### config.mk
export PLATFORM = sky130hd
export DESIGN_NAME = game_timer_display
export DESIGN_NICKNAME = d
export VERILOG_FILES = /design/src/rtl/game_timer_display.sv
export SDC_FILE = /design/constraint.sdc
export NUM_CORES = 1
export LEC_CHECK = 0
export ABC_CLOCK_PERIOD_IN_PS = 2710
export CORE_ASPECT_RATIO = 1.4
export CORE_MARGIN = 1.5
export CORE_UTILIZATION = 30
export DETAILED_ROUTE_END_ITERATION = 16
export GPL_ROUTABILITY_DRIVEN = 1
export PLACE_DENSITY = 0.49
export SYNTH_ARGS = -nofsm -noshare
export SYNTH_HDL_FRONTEND = slang
export SYNTH_SLANG_ARGS = --single-unit
### constraint.sdc
create_clock -name clk -period 2.71 [get_ports clk]
set_clock_uncertainty 0.2 [all_clocks]
set_input_delay 0.271 -clock clk [delete_from_list [all_inputs] [get_ports clk]]
set_output_delay 0.271 -clock clk [all_outputs]
set_load 0.005 [all_outputs]
### src/rtl/game_timer_display.sv
// game_timer_display: BCD survival timer with personal-best tracking and a
// multiplexed seven-segment driver showing current and best time together.
//
// Ports:
//   clk          system clock
//   rst          asynchronous active-low reset
//   restart      single-cycle pulse, starts a new run (clears cur_time)
//   dead         level, high while the player is dead; rising edge ends a run
//   running      high while a run is in progress
//   best_valid   high once at least one run has been recorded
//   cur_time     current time, packed BCD, digit 0 in the LSBs
//   best_time    best time, packed BCD
//   An           active-low digit enables, one-hot-low
//   SSD_CATHODES active-low {Ca,Cb,Cc,Cd,Ce,Cf,Cg,Dp}
module game_timer_display #(
    parameter int CLK_HZ      = 100000000,
    parameter int TICK_HZ     = 100,
    parameter int TIME_DIGITS = 4,
    parameter int SCAN_DIV    = 100000,
    parameter int DP_POS      = 2
) (
    input  logic                       clk,
    input  logic                       rst,
    input  logic                       restart,
    input  logic                       dead,
    output logic                       running,
    output logic                       best_valid,
    output logic [4*TIME_DIGITS-1:0]   cur_time,
    output logic [4*TIME_DIGITS-1:0]   best_time,
    output logic [2*TIME_DIGITS-1:0]   An,
    output logic [7:0]                 SSD_CATHODES
);

    localparam int TW       = 4 * TIME_DIGITS;
    localparam int NDIG     = 2 * TIME_DIGITS;
    localparam int TICK_DIV = (CLK_HZ / TICK_HZ > 0) ? CLK_HZ / TICK_HZ : 1;
    localparam int PW       = (TICK_DIV > 1) ? $clog2(TICK_DIV) : 1;
    localparam int SDIV     = (SCAN_DIV > 0) ? SCAN_DIV : 1;
    localparam int SW       = (SDIV > 1) ? $clog2(SDIV) : 1;
    localparam int IW       = $clog2(NDIG);

    localparam logic [PW-1:0]   TICK_LAST = PW'(TICK_DIV - 1);
    localparam logic [SW-1:0]   SCAN_LAST = SW'(SDIV - 1);
    localparam logic [IW-1:0]   IDX_LAST  = IW'(NDIG - 1);
    localparam logic [NDIG-1:0] AN_ONE    = NDIG'(1);

    typedef enum logic [1:0] {
        IDLE = 2'd0,
        RUN  = 2'd1,
        DEAD = 2'd2
    } state_t;

    state_t state;
    state_t state_nx;

    logic            dead_q;
    logic            dead_rise;
    logic            in_run;
    logic            tick_en;
    logic            die;
    logic            count;
    logic            take_best;
    logic [PW-1:0]   presc;
    logic [TW-1:0]   cur_inc;
    logic            inc_carry;
    logic            all_nines;
    logic [SW-1:0]   scan_cnt;
    logic [IW-1:0]   scan_idx;
    logic [3:0]      digit;
    logic            dash;
    logic            dp_on;
    logic [6:0]      seg;

    // ---------------------------------------------------------------
    // Run control
    // ---------------------------------------------------------------
    assign dead_rise = dead & ~dead_q;
    assign in_run    = (state == RUN);
    assign tick_en   = in_run & (presc == TICK_LAST);

    // A restart in the same cycle as a dead edge keeps the run alive,
    // so the end-of-run event is qualified by !restart.
    assign die       = in_run & dead_rise & ~restart;

    // A tick that coincides with the end of the run is dropped so the
    // recorded time is exactly what was on display.
    assign count     = tick_en & ~die & ~restart;

    assign take_best = die & (~best_valid | (cur_time > best_time));

    always_comb begin
        state_nx = state;
        unique case (state)
            IDLE: begin
                if (restart) state_nx = RUN;
            end
            RUN: begin
                if (restart)        state_nx = RUN;
                else if (dead_rise) state_nx = DEAD;
            end
            DEAD: begin
                if (restart) state_nx = RUN;
            end
            default: state_nx = IDLE;
        endcase
    end

    always_ff @(posedge clk or negedge rst) begin
        if (!rst) begin
            state   <= IDLE;
            running <= 1'b0;
            dead_q  <= 1'b0;
        end else begin
            state   <= state_nx;
            running <= (state_nx == RUN);
            dead_q  <= dead;
        end
    end

    // ---------------------------------------------------------------
    // Tick prescaler
    // ---------------------------------------------------------------
    always_ff @(posedge clk or negedge rst) begin
        if (!rst) begin
            presc <= '0;
        end else if (restart) begin
            presc <= '0;
        end else if (in_run) begin
            if (presc == TICK_LAST) presc <= '0;
            else                    presc <= presc + PW'(1);
        end
    end

    // ---------------------------------------------------------------
    // BCD ripple increment with saturation at all nines
    // ---------------------------------------------------------------
    always_comb begin
        cur_inc   = cur_time;
        inc_carry = 1'b1;
        for (int i = 0; i < TIME_DIGITS; i++) begin
            if (inc_carry) begin
                if (cur_time[4*i +: 4] == 4'd9) begin
                    cur_inc[4*i +: 4] = 4'd0;
                end else begin
                    cur_inc[4*i +: 4] = cur_time[4*i +: 4] + 4'd1;
                    inc_carry = 1'b0;
                end
            end
        end
    end

    always_comb begin
        all_nines = 1'b1;
        for (int i = 0; i < TIME_DIGITS; i++) begin
            if (cur_time[4*i +: 4] != 4'd9) all_nines = 1'b0;
        end
    end

    always_ff @(posedge clk or negedge rst) begin
        if (!rst) begin
            cur_time <= '0;
        end else if (restart) begin
            cur_time <= '0;
        end else if (count && !all_nines) begin
            cur_time <= cur_inc;
        end
    end

    // Packed BCD compares correctly as an unsigned binary vector.
    always_ff @(posedge clk or negedge rst) begin
        if (!rst) begin
            best_time  <= '0;
            best_valid <= 1'b0;
        end else if (take_best) begin
            best_time  <= cur_time;
            best_valid <= 1'b1;
        end
    end

    // ---------------------------------------------------------------
    // Digit scan
    // ---------------------------------------------------------------
    always_ff @(posedge clk or negedge rst) begin
        if (!rst) begin
            scan_cnt <= '0;
            scan_idx <= '0;
        end else if (scan_cnt == SCAN_LAST) begin
            scan_cnt <= '0;
            if (scan_idx == IDX_LAST) scan_idx <= '0;
            else                      scan_idx <= scan_idx + IW'(1);
        end else begin
            scan_cnt <= scan_cnt + SW'(1);
        end
    end

    // Lower indices show the current field, upper ones the best field.
    always_comb begin
        digit = 4'd0;
        dash  = 1'b0;
        dp_on = 1'b0;
        for (int i = 0; i < TIME_DIGITS; i++) begin
            if (scan_idx == IW'(i)) begin
                digit = cur_time[4*i +: 4];
                dp_on = (i == DP_POS);
            end
            if (scan_idx == IW'(TIME_DIGITS + i)) begin
                digit = best_time[4*i +: 4];
                dash  = ~best_valid;
                dp_on = (i == DP_POS);
            end
        end
    end

    // Active-low {a,b,c,d,e,f,g}; out-of-range BCD blanks.
    always_comb begin
        seg = 7'b1111111;
        if (dash) begin
            seg = 7'b1111110;
        end else begin
            case (digit)
                4'd0:    seg = 7'b0000001;
                4'd1:    seg = 7'b1001111;
                4'd2:    seg = 7'b0010010;
                4'd3:    seg = 7'b0000110;
                4'd4:    seg = 7'b1001100;
                4'd5:    seg = 7'b0100100;
                4'd6:    seg = 7'b0100000;
                4'd7:    seg = 7'b0001111;
                4'd8:    seg = 7'b0000000;
                4'd9:    seg = 7'b0000100;
                default: seg = 7'b1111111;
            endcase
        end
    end

    always_ff @(posedge clk or negedge rst) begin
        if (!rst) begin
            An           <= '1;
            SSD_CATHODES <= 8'hFF;
        end else begin
            An           <= ~(AN_ONE << scan_idx);
            SSD_CATHODES <= {seg, ~dp_on};
        end
    end

endmodule

# Yosys cells after proc, flatten, opt, wreduce, memory -nomap -nowiden
# Memory sizes are Yosys's and may differ from the RTL's.
# Index checks and enable logic that the tools add are counted.
[op_classes]
n_addsub = 7
mul = 0
div = 0
n_lt_le_gt_ge = 1
eq_ne = 20
n_shift = 1
muxes = 44
bitwise_logic = 14
n_reduce_logical = 13
[ops]
columns = ["cell", "count"]
rows = [
  ["2-to-1 mux 20 bit", 3],
  ["2-to-1 mux 4 bit", 15],
  ["2-to-1 mux 16 bit", 2],
  ["adder 20 x 1 -> 20 bit, second input constant", 1],
  ["== test 20 bit, second input constant", 1],
  ["adder 17 x 1 -> 17 bit, second input constant", 1],
  ["== test 17 bit, second input constant", 1],
  ["2-to-1 mux 1 bit", 17],
  ["2-to-1 mux 17 bit", 1],
  ["adder 4 x 1 -> 4 bit, second input constant", 4],
  ["== test 4 bit, second input constant", 4],
  ["> comparator 16 bit", 1],
  ["!= test 4 bit, second input constant", 4],
  ["== test 3 bit, second input constant", 4],
  ["nonzero test 2 bit", 5],
  ["NOT 8 bit", 1],
  ["left shift 1 x 3 -> 8 bit, first input constant", 1],
  ["AND 1 bit", 7],
  ["2-to-1 mux 7 bit", 1],
  ["== test 3 x 2 -> 1 bit, second input constant", 2],
  ["2-to-1 mux 2 bit", 3],
  ["AND reduction 2 bit", 3],
  ["NOT 1 bit", 5],
  ["== test 2 x 1 -> 1 bit, second input constant", 2],
  ["other kinds (11)", 11],
]
[word_totals]
reg_bits = 93
latchBits = 0
ram_bits = 0
romBits = 112
input_bits = 4
output_inout_bits = 50
wordCells = 115
mem_count = 1
[memory_table]
columns = ["memory", "depth", "width", "rd", "rd_clocked_by_memory_dff", "write_ports", "line", "source"]
rows = [
  ["(name not given)", 16, 7, 1, 0, 0, "220", "case (digit)"],
]

# Longest topological paths before layout
# Gate-level depths: netlist of run 1.
# An unclocked memory read counts as a cell.
[depth]
word_depth = 11
depth_mapped = 12

# Worst setup path after synthesis of run 1
# Ideal clock, no wire load.
[synth_timing]
path_kind = "reg2reg"
start = "register scan_idx[2]"
end = "register SSD_CATHODES[4]"
setup_ps = 98
t_arrival_ps = 2401
required_ps = 2412
slack_ps = 11
path_stages_with_launch = 12
path_buffers = 2
synth_period_minus_slack_ps = 2699
cell_sequence = "dfrtp_1 buf_2 buf_4 inv_1 ha_1 nor2_1 o21ai_0 o21bai_1 inv_1 ha_1 nor4b_1 a211oi_1"
[synth_via]
elab_chain_len = 11
elab_cells_between_ends = 22
cone_classes = "7 x eq/ne; 13 x mux; 1 x reduce/logical; 1 x memory"
[synth_rtl]
columns = ["element", "line", "source"]
rows = [
  ["start, declared", "68", "logic [IW-1:0] scan_idx;"],
  ["start signal, assigned", "190", "else scan_idx <= scan_idx + IW'(1);"],
  ["zero test 3 bit", "202", "if (scan_idx == IW'(i)) begin"],
  ["2-to-1 mux 4 bit", "202", ""],
  ["2-to-1 mux 4 bit", "206", "if (scan_idx == IW'(TIME_DIGITS + i)) begin"],
  ["2-to-1 mux 4 bit", "202", ""],
  ["2-to-1 mux 4 bit", "206", ""],
  ["2-to-1 mux 4 bit", "202", ""],
  ["2-to-1 mux 4 bit", "206", ""],
  ["2-to-1 mux 4 bit", "202", ""],
  ["2-to-1 mux 4 bit", "206", ""],
  ["memory read (16 x 7 bit)", "-", ""],
  ["2-to-1 mux 7 bit *", "217", "if (dash) begin"],
  ["net seg[3]", "72", "logic [6:0] seg;"],
  ["end signal, assigned", "242", "SSD_CATHODES <= {seg, ~dp_on};"],
  ["end, declared", "31", "output logic [7:0] SSD_CATHODES"],
]
# The timed path passes the listed nets; every way through them passes the cells marked *.
# A chain may end at the register's enable or synchronous reset.

# Worst setup path in the final report of run 1
[layout_timing]
start = "register scan_idx[2]"
end = "register SSD_CATHODES[6]"
# Same word-level chain as after synthesis.

==> impl_metrics.env, run 1 <==
export IMPL_status="finished, final reports clean"
export IMPL_wire_per_inst_microns=15.70
export IMPL_yosys_most_used_dff="dfrtp_1"
export IMPL_peakVddDrop_mv=0.2484
export IMPL_cts_root_buf="clkbuf_16"
export IMPL_clkLatencyLatePin_ns=0.34
export IMPL_initial_core_util=0.3062
export IMPL_required_ns=2.76
export IMPL_powerDensity_nw_per_um2=424.6
export IMPL_stdcell_count=853
export IMPL_holdPathStages=1
export IMPL_grt_util_all_layers=0.1542
export IMPL_cts_sinks=93
export IMPL_cp_slowest_cell="dfrtp_2"
export IMPL_crit_cells=8
export IMPL_end_kind="register"
export IMPL_synth_distinct_cells=62
export IMPL_cts_buffers=9
export IMPL_max_slew_margin=0.5506
export IMPL_yosysTopAreaCell="dfrtp_1"
export IMPL_antenna_left=0
export IMPL_drive_above_1_share=0.1896
export IMPL_vias=4220
export IMPL_gp_congestion=0.8251
export IMPL_path_clk_slew_ns=0.07
export IMPL_drc=0
export IMPL_cp_cell_sequence="buf_4 > mux2_2 > o311ai_0 > a32o_1 > buf_4 > ha_1 > a21bo_2 > o211ai_1"
export IMPL_viasPerCell=4.947
export IMPL_syn_area_sq_um=5328
export IMPL_worstSetupStartpointType="register"
export IMPL_synth_edf_count=0
export IMPL_finalCriticalPeriod_ns=2.545
export IMPL_grt_pass1_vias=4401
export IMPL_r2r_setup_slack_ns=0.16
export IMPL_first_pass_iters=4
export IMPL_ios=54
export IMPL_fmax_mhz=392.9
export IMPL_antenna_cells=0
export IMPL_grt_setup_unrepaired="false"
export IMPL_cts_tree="done"
export IMPL_period_share=0.9393
export IMPL_hold_violations=0
export IMPL_drt_total_wl_mm=13.40
export IMPL_synth_cells=527
export IMPL_grt_max_degree=58
export IMPL_rr_worst_depth=8
export IMPL_tightest_slew_ns=0.6680
export IMPL_yosysMostFrequentCell="dfrtp_1"
export IMPL_crit_arrival_ns=2.59
export IMPL_rows=57
export IMPL_synth_seq_area_share=0.4406
export IMPL_final_max_slew_violation_count=0
export IMPL_area_growth_pct=25.79
export IMPL_dp_cells=836
export IMPL_antenna_found_initial=0
export IMPL_dpl_hpwl_mm=10.13
export IMPL_netlist_top_cells_area="dfrtp_1, ha_1, dfstp_2"
export IMPL_synth_nets=569
export IMPL_clk_path_buf_depth=2
export IMPL_finalSetupTns_ns=0
export IMPL_syn_avg_cell_area_sq_um=10.11
export IMPL_crit_top_cell="buf_4"
export IMPL_p_leak_nw=2.834
export IMPL_hold_class="in2reg"
export IMPL_htree_levels=3
export IMPL_grt_pass1_wl_mm=22.36
export IMPL_finalSetupViolCount=0
export IMPL_die_w_microns=115.6
export IMPL_fin_nets=654
export IMPL_crit_family="compound AO/OA/AOI/OAI gates"
export IMPL_ys_top_cells_by_count="dfrtp_1, inv_1, ha_1, nor2_1, nand2_1"
export IMPL_async_flop_share=1.000
export IMPL_ys_warn_count=0
export IMPL_die_area_sq_um=18580
export IMPL_drt_first_iter_violations=309
export IMPL_cp_max_fo=9
export IMPL_total_power_mw=2.846
export IMPL_crit_path_max_incr_delay_ns=0.45
export IMPL_cap_violations=0
export IMPL_grt_overflow=0
export IMPL_synth_top_area_share=0.3617
export IMPL_fp_coreArea_sq_um=17400
export IMPL_die_height_microns=160.7
export IMPL_ys_ff_latch=93
export IMPL_crit_buf_inv=2
export IMPL_worstSetupPathType="reg2reg"
export IMPL_io_buffers=53
==> sequential cells by signal (all words and copies together) (netlist names) <==
register	count
An	8
SSD_CATHODES	8
best_time	16
best_valid	1
cur_time	16
dead_q	1
presc	20
running	1
scan_cnt	17
scan_idx	3
state	2
==> path summary, 6_finish.rpt <==
path / start / endpoint
max in group asynchronous: rst / An[5]$_DFF_PN1_
setup reg to reg: scan_idx[2]$_DFFE_PN0N_ / SSD_CATHODES[6]$_DFF_PN1_
hold / removal: dead / dead_q$_DFF_PN0_
hold reg to reg: presc[5]$_DFFE_PN0P_ / presc[5]$_DFFE_PN0P_
min in group asynchronous: rst / cur_time[8]$_DFFE_PN0P_
setup / recovery: scan_idx[2]$_DFFE_PN0N_ / SSD_CATHODES[6]$_DFF_PN1_
==> cell usage in the layout, fill, tap and decap left out, types with 3 or more instances in the layout <==
master,n
a22oi_1,3
xnor2_1,13
nor4_2,3
mux2i_1,11
o22ai_1,3
or3_1,9
and2_1,7
inv_1,42
nor2_1,34
a211oi_1,3
nand2b_1,9
nand2_1,34
nor2b_1,4
mux2_2,25
nor3_1,6
dfrtp_1,76
nor4_1,5
and3b_1,5
clkbuf_16,11
buf_4,37
nand4_1,17
and3_1,5
nand3_1,18
nand3b_1,7
ha_1,37
o21ai_0,27
and4_1,5
a21o_1,4
clkdlybuf4s50_1,52
xor2_1,8
dfstp_2,16
a21oi_1,32
==> stage by stage <==
stage / util / instance area [sq um] / worst slack (ns) / hold WS (ns)
finish: 0.3851 / 6701 / 0.1646 / 0.1983
detailed placement: 0.3649 / 6350 / 0.06807 / 0.09041
global route: 0.3851 / 6701 / 0.02060 / 0.2107
CTS: 0.3833 / 6670 / 0.03317 / 0.1919
floorplan: - / 5328 / 0.01056 / -0.2246
global placement: 0.3649 / 6350 / 0.09977 / 0.08650
==> cell type report <==
cell class | count | area, sq um
clock buffers | 11 | 275.3
multi-input cells | 374 | 2758
clock inverters | 5 | 35.03
well taps | 236 | 295.3
inverters | 43 | 161.4
repair buffers | 91 | 828.3
flip-flops and latches | 93 | 2349
fillers | 1802 | 10700
==> logic make-up after synthesis <==
logic type	synth area share
AO/OA/AOI/OAI	0.1167
XOR/XNOR	0.03452
adder cells (fa/ha/maj)	0.08924
buffers and inverters	0.04744
flip-flops	0.4406
multiplexers	0.07351
AND/OR/NAND/NOR	0.1980
==> layer usage <==
metal  GRT usage  vias to the layer above  part of all wire
met1      0.1785                     2065              0.41
met4     0.04379                        0             0.015
met5           0                        -                 0
met2      0.2859                       92              0.54
met3     0.02717                       13             0.035
li1            -                     2050                 -
==> power breakdown <==
group | switching (mW) | internal (mW) | leakage [nW]
Combinational | 0.0813 | 0.0446 | 1.49
Sequential | 0.0130 | 1.40 | 1.19
Clock | 0.567 | 0.739 | 0.157
==> worst register-to-register path: stages (launching register included) <==
cell,delay (ns)
dfrtp_2,0.45
buf_4,0.19
mux2_2,0.35
o311ai_0,0.35
a32o_1,0.21
buf_4,0.14
ha_1,0.25
a21bo_2,0.21
o211ai_1,0.12
==> what timing repair did <==
action                                 CTS  global route
buffers inserted                         0             0
setup endpoints to repair                0            19
gates resized for setup                  0             9
hold buffers                             1             0
endpoints found under the hold margin   36             0
Note: power is estimated with default switching activity, not from simulation.
==> inputs of run 2 (changes only) <==
--- a/config.mk
+++ b/config.mk
@@ -10,8 +10,9 @@
 export CORE_MARGIN = 1.5
 export CORE_UTILIZATION = 30
 export DETAILED_ROUTE_END_ITERATION = 16
+export DONT_BUFFER_PORTS = 1
 export GPL_ROUTABILITY_DRIVEN = 1
-export PLACE_DENSITY = 0.49
+export PLACE_DENSITY = 0.45
 export SYNTH_ARGS = -nofsm -noshare
 export SYNTH_HDL_FRONTEND = slang
 export SYNTH_SLANG_ARGS = --single-unit
==> impl_metrics.env, run 2 (same netlist as run 1, synthesis figures left out) <==
export IMPL_status="finished, final reports clean"
export IMPL_crit_arrival_ns=2.66
export IMPL_power_frac_comb=0.041
export IMPL_cts_tree="done"
export IMPL_vias=4015
export IMPL_final_max_slew_violation_count=0
export IMPL_die_area_sq_um=18580
export IMPL_ios=54
export IMPL_grt_util_all_layers=0.1531
export IMPL_peakVddDrop_mv=0.2376
export IMPL_drive_above_1_share=0.2021
export IMPL_hold_class="in2reg"
export IMPL_viasPerCell=4.988
export IMPL_clk_path_buf_depth=2
export IMPL_fin_nets=606
export IMPL_max_slew_margin=0.3631
export IMPL_die_height_microns=160.7
export IMPL_cp_max_fo=13
export IMPL_io_buffers=0
export IMPL_layout_common_cells="dfrtp_1, inv_1, ha_1, buf_4, nor2_1"
export IMPL_grt_pass1_wl_mm=22.22
export IMPL_required_ns=2.76
export IMPL_grt_max_degree=94
export IMPL_fmax_mhz=382.8
export IMPL_cap_violations=0
export IMPL_drt_first_iter_violations=204
export IMPL_hold_violations=0
export IMPL_cts_root_buf="clkbuf_16"
export IMPL_gp_congestion=0.7768
export IMPL_rows=57
export IMPL_tightest_slew_ns=0.9523
export IMPL_wire_per_inst_microns=16.69
export IMPL_die_w_microns=115.6
export IMPL_antenna_found_initial=0
export IMPL_initial_core_util=0.3062
export IMPL_top_register="presc"
export IMPL_cts_buffers=9
export IMPL_worstSetupStartpointType="register"
export IMPL_post_cts_buffers=0
export IMPL_largestRegisters="presc x20, scan_cnt x17"
export IMPL_final_util=0.3580
export IMPL_fp_coreArea_sq_um=17400
export IMPL_p_leak_nw=2.661
export IMPL_grt_overflow=0
export IMPL_first_pass_iters=4
export IMPL_internal_power_mw=2.150
export IMPL_grt_setup_unrepaired="false"
export IMPL_p_clk_frac=0.457
export IMPL_worstSetupPathType="reg2reg"
export IMPL_end_kind="register"
export IMPL_finalSetupTns_ns=0
export IMPL_area_growth_pct=16.93
export IMPL_finalSetupViolCount=0
export IMPL_path_clk_slew_ns=0.08
export IMPL_antenna_left=0
export IMPL_dpl_hpwl_mm=9.960
export IMPL_finalCriticalPeriod_ns=2.612
export IMPL_period_share=0.9639
export IMPL_drc=0
export IMPL_swShare=0.2368
export IMPL_seq_power_share=0.502
export IMPL_largest_register_ff_count=20
export IMPL_antenna_cells=0
export IMPL_clkLatencyLatePin_ns=0.35
export IMPL_powerDensity_nw_per_um2=452.2
export IMPL_mostFrequentLayoutCell="dfrtp_1"
export IMPL_cts_sinks=93
export IMPL_total_power_mw=2.817
export IMPL_drt_total_wl_mm=13.44
export IMPL_htree_levels=3
export IMPL_p_sw_mw=0.6671
export IMPL_grt_pass1_vias=4272
[run 2: changes by cell type in the layout (fill, tap and decap cells not counted), sizes merged]
cell	change
clkdlybuf4s50	-52
inv	+1
dlygate4sd3	+2
buf	+2
clkinv	-1
[run 2: area by class of cell]
class	count	area, sq um
Clock buffer	11	264.0
Clock inverter	5	36.28
Fill cell	1789	11170
Inverter	43	161.4
Multi-Input combinational cell	374	2750
Sequential cell	93	2347
Tap cell	236	295.3
Timing Repair Buffer	43	375.4
[run 2: power by group through the flow]
| stage | clock network, mW | registers (mW) | logic, mW |
|---|---|---|---|
| finish | 1.29 | 1.41 | 0.114 |
| global route | 1.40 | 1.42 | 0.133 |
| CTS | 1.34 | 1.41 | 0.118 |
| detailed placement | 0 | 1.44 | 0.0740 |
| global placement | 0 | 1.44 | 0.0729 |
| floorplan | 0 | 1.44 | 0.0557 |
[run 2: final timing paths]
check	cells after the start	slack [ns]	start	to
hold / removal	3	0.01	restart	presc[2]$_DFFE_PN0P_
min in group asynchronous	2	0.29	rst	cur_time[8]$_DFFE_PN0P_
setup reg to reg	8	0.1	scan_idx[2]$_DFFE_PN0N_	SSD_CATHODES[4]$_DFF_PN1_
setup / recovery	8	0.1	scan_idx[2]$_DFFE_PN0N_	SSD_CATHODES[4]$_DFF_PN1_
hold reg to reg	1	0.28	presc[5]$_DFFE_PN0P_	presc[5]$_DFFE_PN0P_
max in group asynchronous	2	1.57	rst	SSD_CATHODES[6]$_DFF_PN1_
[run 2: per-stage QoR]
step	hold slack [ns]	std cells	cell area [sq um]	setup slack, ns
floorplan	-0.2246	527	5328	0.01056
global placement	-0.2227	785	5849	0.1785
detailed placement	-0.2226	785	5849	0.1301
CTS	0.007733	805	6207	0.09131
global route	0.02839	805	6230	0.008079
finish	0.01456	805	6230	0.09770
[run 2: per-layer routing]
metal,GRT usage,share of wire
met2,0.2891,0.55
met1,0.1622,0.38
met3,0.03962,0.055
met4,0.04878,0.019
met5,0,0
[run 2: worst max-delay path, stage by stage, from the launching register on]
cell	delay [ns]
dfrtp_1	0.47
buf_12	0.18
mux2_2	0.33
a221oi_1	0.33
o21bai_1	0.18
buf_4	0.19
ha_1	0.30
nor2_1	0.05
a211oi_1	0.28
[run 2: repair_timing]
action | 4_1_cts | 5_1_grt
gates resized for setup | 0 | 4
hold buffers | 4 | 0
hold endpoints to repair | 118 | 0
endpoints found under the setup margin | 0 | 15
